### config.mk
export PLATFORM = sky130hd
export DESIGN_NAME = packet_length_tracker
export DESIGN_NICKNAME = d
export VERILOG_FILES = /design/src/rtl/packet_length_tracker.sv
export SDC_FILE = /design/constraint.sdc
export NUM_CORES = 1
export LEC_CHECK = 0
export CAP_MARGIN = 20
export CORE_ASPECT_RATIO = 1.2
export CORE_UTILIZATION = 55
export CTS_CLUSTER_SIZE = 25
export DETAILED_ROUTE_END_ITERATION = 7
export PLACE_DENSITY = 0.81
export SLEW_MARGIN = 20
export SYNTH_ARGS = -nofsm -noshare
export SYNTH_HDL_FRONTEND = slang
export SYNTH_SLANG_ARGS = --single-unit
### constraint.sdc
create_clock -name clk -period 10.9 [get_ports clk]
set_clock_uncertainty 0.05 [all_clocks]
set_input_delay 1.09 -clock clk [delete_from_list [all_inputs] [get_ports clk]]
set_output_delay 1.09 -clock clk [all_outputs]
set_load 0.1 [all_outputs]
### src/rtl/packet_length_tracker.sv
// packet_length_tracker: accumulates aligned flit byte counts into per-packet length records
// queued in a small FIFO, with wrapping packet/byte/drop statistics.
module packet_length_tracker #(
   parameter int LEN_WIDTH  = 16,
   parameter int CNT_WIDTH  = 48,
   parameter int FIFO_DEPTH = 4
) (
   input  logic                 clk,
   input  logic                 aresetn,
   input  logic                 snoop_beat,
   input  logic                 snoop_last,
   input  logic [7:0]           bytes_in_flit,
   input  logic                 stats_clear,
   output logic [LEN_WIDTH-1:0] len_tdata,
   output logic                 len_tvalid,
   input  logic                 len_tready,
   output logic [CNT_WIDTH-1:0] pkt_count,
   output logic [CNT_WIDTH-1:0] byte_count,
   output logic [CNT_WIDTH-1:0] drop_count,
   output logic                 in_packet
);
   localparam int AW = $clog2(FIFO_DEPTH);
   typedef enum logic {IDLE, IN_PKT} state_t;
   state_t               state_q, state_d;
   logic                 beat_q, last_q;
   logic [LEN_WIDTH-1:0] acc_q, acc_d, sat;
   logic [LEN_WIDTH:0]   sum;
   logic [LEN_WIDTH-1:0] mem_q [FIFO_DEPTH];
   logic [AW:0]          wr_q, rd_q;
   logic [CNT_WIDTH-1:0] pkt_q, byte_q, drop_q;
   logic                 emit, full, empty, pop, push, drop;
   // acc is held at zero in IDLE, so one adder serves both states
   assign sum  = {1'b0, acc_q} + (LEN_WIDTH+1)'(bytes_in_flit);
   assign sat  = sum[LEN_WIDTH] ? '1 : sum[LEN_WIDTH-1:0];
   assign emit = beat_q & last_q;
   always_comb begin
      state_d = state_q;
      acc_d   = acc_q;
      if (beat_q) begin
         state_d = last_q ? IDLE : IN_PKT;
         acc_d   = last_q ? '0 : sat;
      end
   end
   always_ff @(posedge clk or negedge aresetn) begin
      if (!aresetn) begin
         state_q <= IDLE;
         acc_q   <= '0;
         beat_q  <= 1'b0;
         last_q  <= 1'b0;
      end else begin
         state_q <= state_d;
         acc_q   <= acc_d;
         beat_q  <= snoop_beat;
         last_q  <= snoop_last;
      end
   end
   assign in_packet = (state_q == IN_PKT);
   // pointers carry one extra wrap bit to tell full from empty
   assign empty      = (wr_q == rd_q);
   assign full       = (wr_q[AW] != rd_q[AW]) && (wr_q[AW-1:0] == rd_q[AW-1:0]);
   assign len_tvalid = ~empty;
   assign len_tdata  = empty ? '0 : mem_q[rd_q[AW-1:0]];
   assign pop        = len_tvalid & len_tready;
   assign push       = emit & (~full | pop);
   assign drop       = emit & full & ~pop;
   always_ff @(posedge clk) begin
      if (push) mem_q[wr_q[AW-1:0]] <= sat;
   end
   always_ff @(posedge clk or negedge aresetn) begin
      if (!aresetn) begin
         wr_q   <= '0;
         rd_q   <= '0;
         pkt_q  <= '0;
         byte_q <= '0;
         drop_q <= '0;
      end else begin
         wr_q   <= wr_q + (AW+1)'(push);
         rd_q   <= rd_q + (AW+1)'(pop);
         pkt_q  <= stats_clear ? '0 : pkt_q + CNT_WIDTH'(emit);
         byte_q <= stats_clear ? '0 : byte_q + (beat_q ? CNT_WIDTH'(bytes_in_flit) : '0);
         drop_q <= stats_clear ? '0 : drop_q + CNT_WIDTH'(drop);
      end
   end
   assign pkt_count  = pkt_q;
   assign byte_count = byte_q;
   assign drop_count = drop_q;
endmodule
# Yosys cells after proc, flatten, opt, wreduce, memory -nomap -nowiden

Memory sizes are Yosys's and may differ from the RTL's.
Index checks and enable logic that the tools add are counted.

Add/sub/neg operators: 6
Equality and inequality tests: 3
Muxes and demuxes: 10
Bitwise gates (word level): 9
Reductions and logical operators: 1

Operator list:

| kind                | count |
|---|---|
| $mux W48            | 3 |
| $add A48 B1 Y48     | 2 |
| $add A48 B8 Y48     | 1 |
| $mux W16            | 3 |
| $add A16 B8 Y17     | 1 |
| $mux W8             | 1 |
| $add A3 B1 Y3       | 2 |
| $and A1 B1 Y1       | 5 |
| $eq A3 B3 Y1        | 1 |
| $mux W1             | 3 |
| $not A1 Y1          | 3 |
| $eq A2 B2 Y1        | 1 |
| $logic_and A1 B1 Y1 | 1 |
| $ne A1 B1 Y1        | 1 |
| $or A1 B1 Y1        | 1 |

Register bits after elaboration: 169
Memory bits (writable): 64
Bits of input ports: 14
Output and inout bits: 162
Word-level logic and storage cells: 39
Memories: 1

Memory list:

| name  | words | bits a word | rd ports | clocked after memory_dff | write ports | RTL line | source |
|---|---|---|---|---|---|---|---|
| mem_q | 4     | 16          | 1        | 0                        | 1           | 28       | `logic [LEN_WIDTH-1:0] mem_q [FIFO_DEPTH];` |

# Longest topological paths before layout

Word-level depth: 7
Depth in mapped cells: 13
Depth with buffers taken out: 10

# Worst setup path before layout

OpenSTA, ideal clock, no wires.

Path type: flip-flop to output port
Start point: register rd_q[0]
End point: output len_tdata[10]
Arrival time: 2.712 ns
Data required time: 9.760 ns
Slack: 7.048 ns
Stages on the path, launching flop included: 5
Buffers on the path: 2
Cell sequence: dfrtp_1 > clkbuf_1 > buf_2 > mux4_2 > nor2b_1

Cells in the longest elaborated chain, start to end: 2
Elaborated cells on any way between the ends: 3
Classes of those cells: 1 x eq/ne; 1 x mux; 1 x memory

RTL lines:

| item                                                  | RTL line | source |
|---|---|---|
| from (decl)                                           | 29       | `logic [AW:0] wr_q, rd_q;` |
| from (signal assigned)                                | 78       | `rd_q <= rd_q + (AW+1)'(pop);` |
| $mem_v2 Z4 W16 / $eq A3 B3 Y1 (equally long branches) | --       |  |
| $mux W16 *                                            | 62       | `assign len_tdata = empty ? '0 : mem_q[rd_q[AW-1:0]];` |
| to (decl)                                             | 14       | `output logic [LEN_WIDTH-1:0] len_tdata,` |

Every way passes the cells marked *; elsewhere a longest branch is shown, timed or not.

# Worst setup path in the final report

Start point: register rd_q[1]
End point: output len_tdata[10]

The elaborated chain is that of the path after synthesis.

==> reports/metrics.cfg <==
[clock_network]
htree_levels = 1
cts_buffer_depth = 3
clkSinkCount = 233
cts_resized = 0
cts_tree = yes
clkLatencyLatePin_ns = 0.53
clkTransAtPathRegs_ns = 0.06
cts_hold_buf = 0
post_cts_buffers = 0
numCtsBuffers = 25
cts_root_buf = clkbuf_16

[floorplanning]
die_h_um = 163
std_cell_rows = 58
core_mm2 = 0.0211
dieArea_mm2 = 0.0222
ios = 176
initial_core_util_pct = 56.4
die_w_um = 136

[grt]
grt_overflow_total = 0
grt_antenna_before_repair = 0
grt_pass1_wl_mm = 46.0
grt_pass1_vias = 8972
grt_start_max_net_pins = 106
grtUsageTotal_pct = 25.8

[sta]
setup_viol = 0
finalMaxSlewViolations = 0
tightest_slew_ns = 1.09
max_slew_margin_pct = 27.2
fmax_mhz = 207
min_period_over_period_pct = 44.3
finalCriticalPeriod_ns = 4.83
finalHoldViolCount = 0
grt_setup_unrepaired = no
fin_tns_setup_ns = 0

[synthesis]
synthSimpleGateAreaFrac_pct = 22.4
yosysSeqAreaShare_pct = 51.7
synth_top_family_by_area = simple AND/OR/NAND/NOR gates
yosys.cell_types.count = 63
syn_nets = 1159
yosysMostFrequentCell = dfrtp_1
synth.top_cell.area_share_pct = 35.5
synth_compound_area_share_pct = 9.57
yosys_warnings = 0
yosys.area.top_type = dfrtp_1
synth.avg_cell_area_um2 = 10.6
synth_xor_xnor_area_share_pct = 6.18
synth_mux_area_share_pct = 4.54
synth_common_cells = 169 x dfrtp_1, 114 x nor2_1, 68 x a21oi_1, 64 x edfxtp_1, 63 x nand2_1
netlist_area_mm2 = 0.0119
synthAdderAreaFrac_pct = 2.86
synth.area.top_cells = dfrtp_1 36%, edfxtp_1 16%, xor2_1 4.3%
ys_async_sr_fraction_pct = 72.5
synth_ff_type = dfrtp_1
synthCells = 1119
synth_edf_count = 64
ys_ff_latch = 233

[detailed_routing]
dr.first_iter.drc_count = 598
drt_wl_total_mm = 28.3
vias = 9403
drc = 0
viasPerCell = 6.02
final_antenna_net_count = 0
routedWlPerCell_um = 18.1
first_pass_iters = 5

[setup_path]
critPathCaptureType = output pin
start_kind = flop
crit_type = flop to output pin
critPathMaxFanout = 18
crit_arrival_ns = 3.69
cp.required_ns = 9.76

[placed_design]
hpwl_mm = 18.7
globalplace.congestion = 0.850
port_buffers = 175
placedCellCount = 1519

[min_path]
hp-class = flop to flop

[pwr]
power.density_mw_per_mm2 = 194
vdd_drop_max_uv = 347
leakage_nw = 5.80

[finish]
antenna_cells = 0
final_cells = 1563
drive_above_1_share_pct = 8.35
num-nets-final = 1316
area_growth_pct = 23.4

[outcome]
outcome = complete, no violations

[flow_run]
maxCapViolCount = 0

-- metrics by stage --
stage	hold WS (ns)	power (mW)	utilization, %	area (µm²)	worst slack (ns)
after global routing	0.463	2.96	69.6	14700	5.93
after floorplan	0.408	1.80	-	11900	7.05
after global placement	0.423	1.99	65.6	13900	6.29
after detailed placement	0.423	2.02	65.6	13900	6.15
after CTS	0.437	2.88	69.5	14700	5.79
final	0.439	2.86	69.6	14700	6.07
-- registers in the layout, summed over array words and instances, names as in the netlist --
signal and flops:
last_q 1, beat_q 1, acc_q 16, pkt_count 48
mem_q 64, wr_q 3, in_packet 1, rd_q 3
byte_count 48, drop_count 48
-- worst paths after layout --
path	startpoint	to	slack [ns]	cells past startpoint
max reg2reg	rd_q[1]	drop_count[42]	6.45	10
min in group asynchronous	aresetn	drop_count[21]	0.45	1
min reg2reg	wr_q[2]	wr_q[2]	0.44	1
max in group asynchronous	aresetn	rd_q[0]	8.37	3
max	rd_q[1]	len_tdata[10]	6.07	4
min	wr_q[2]	wr_q[2]	0.44	1
-- final cells by class --
cell class                 count  area, µm²
fill                        1595       6430
sequential                   233       6150
multi-input combinational    803       5450
clock inverter                 8       97.6
tap                          270        338
clock buffer                  36        727
timing repair buffer         183       1810
inverter                      30        113
-- logic make-up (layout without fill, tap and decap cells) --
logic type,count (synthesis),after routing
xor+xnor,84,84
mux,32,32
fa+ha+maj,26,26
compound gates,179,179
simple gates,482,482
flops,233,233
buf+inv,83,257
-- layer usage --
layer / global-route usage (%) / wire [µm] / up-vias
met5: 0 / 0 / -
met4: 6.62 / 535 / 0
met3: 4.84 / 1790 / 38
met2: 44.6 / 14200 / 295
met1: 33.2 / 11800 / 4634
li1: - / - / 4436
-- cell usage in the layout (no fill, tap or decap), drive strengths merged, types with 32 or more instances in the layout --
cell type,synthesis,routed
a21oi,68,68
clkbuf,35,36
clkdlybuf4s50,0,173
dfrtp,169,169
edfxtp,64,64
nand2,63,63
nand3,50,50
nand4,55,55
nor2,114,114
nor2b,41,41
o31ai,32,32
or4,37,37
xor2,59,59
-- power by group --
group	switching, mW	internal (mW)
registers	0.0720	0.984
logic	0.690	0.265
clock network	0.336	0.509
-- critical path: stages, from the launching register on --
cell and delay, ns:
dfrtp_1 0.88, xor2_1 0.20, nor3_2 0.89, nor2b_1 0.15, clkdlybuf4s50_1 1.04
(Power assumes the default switching activity.)
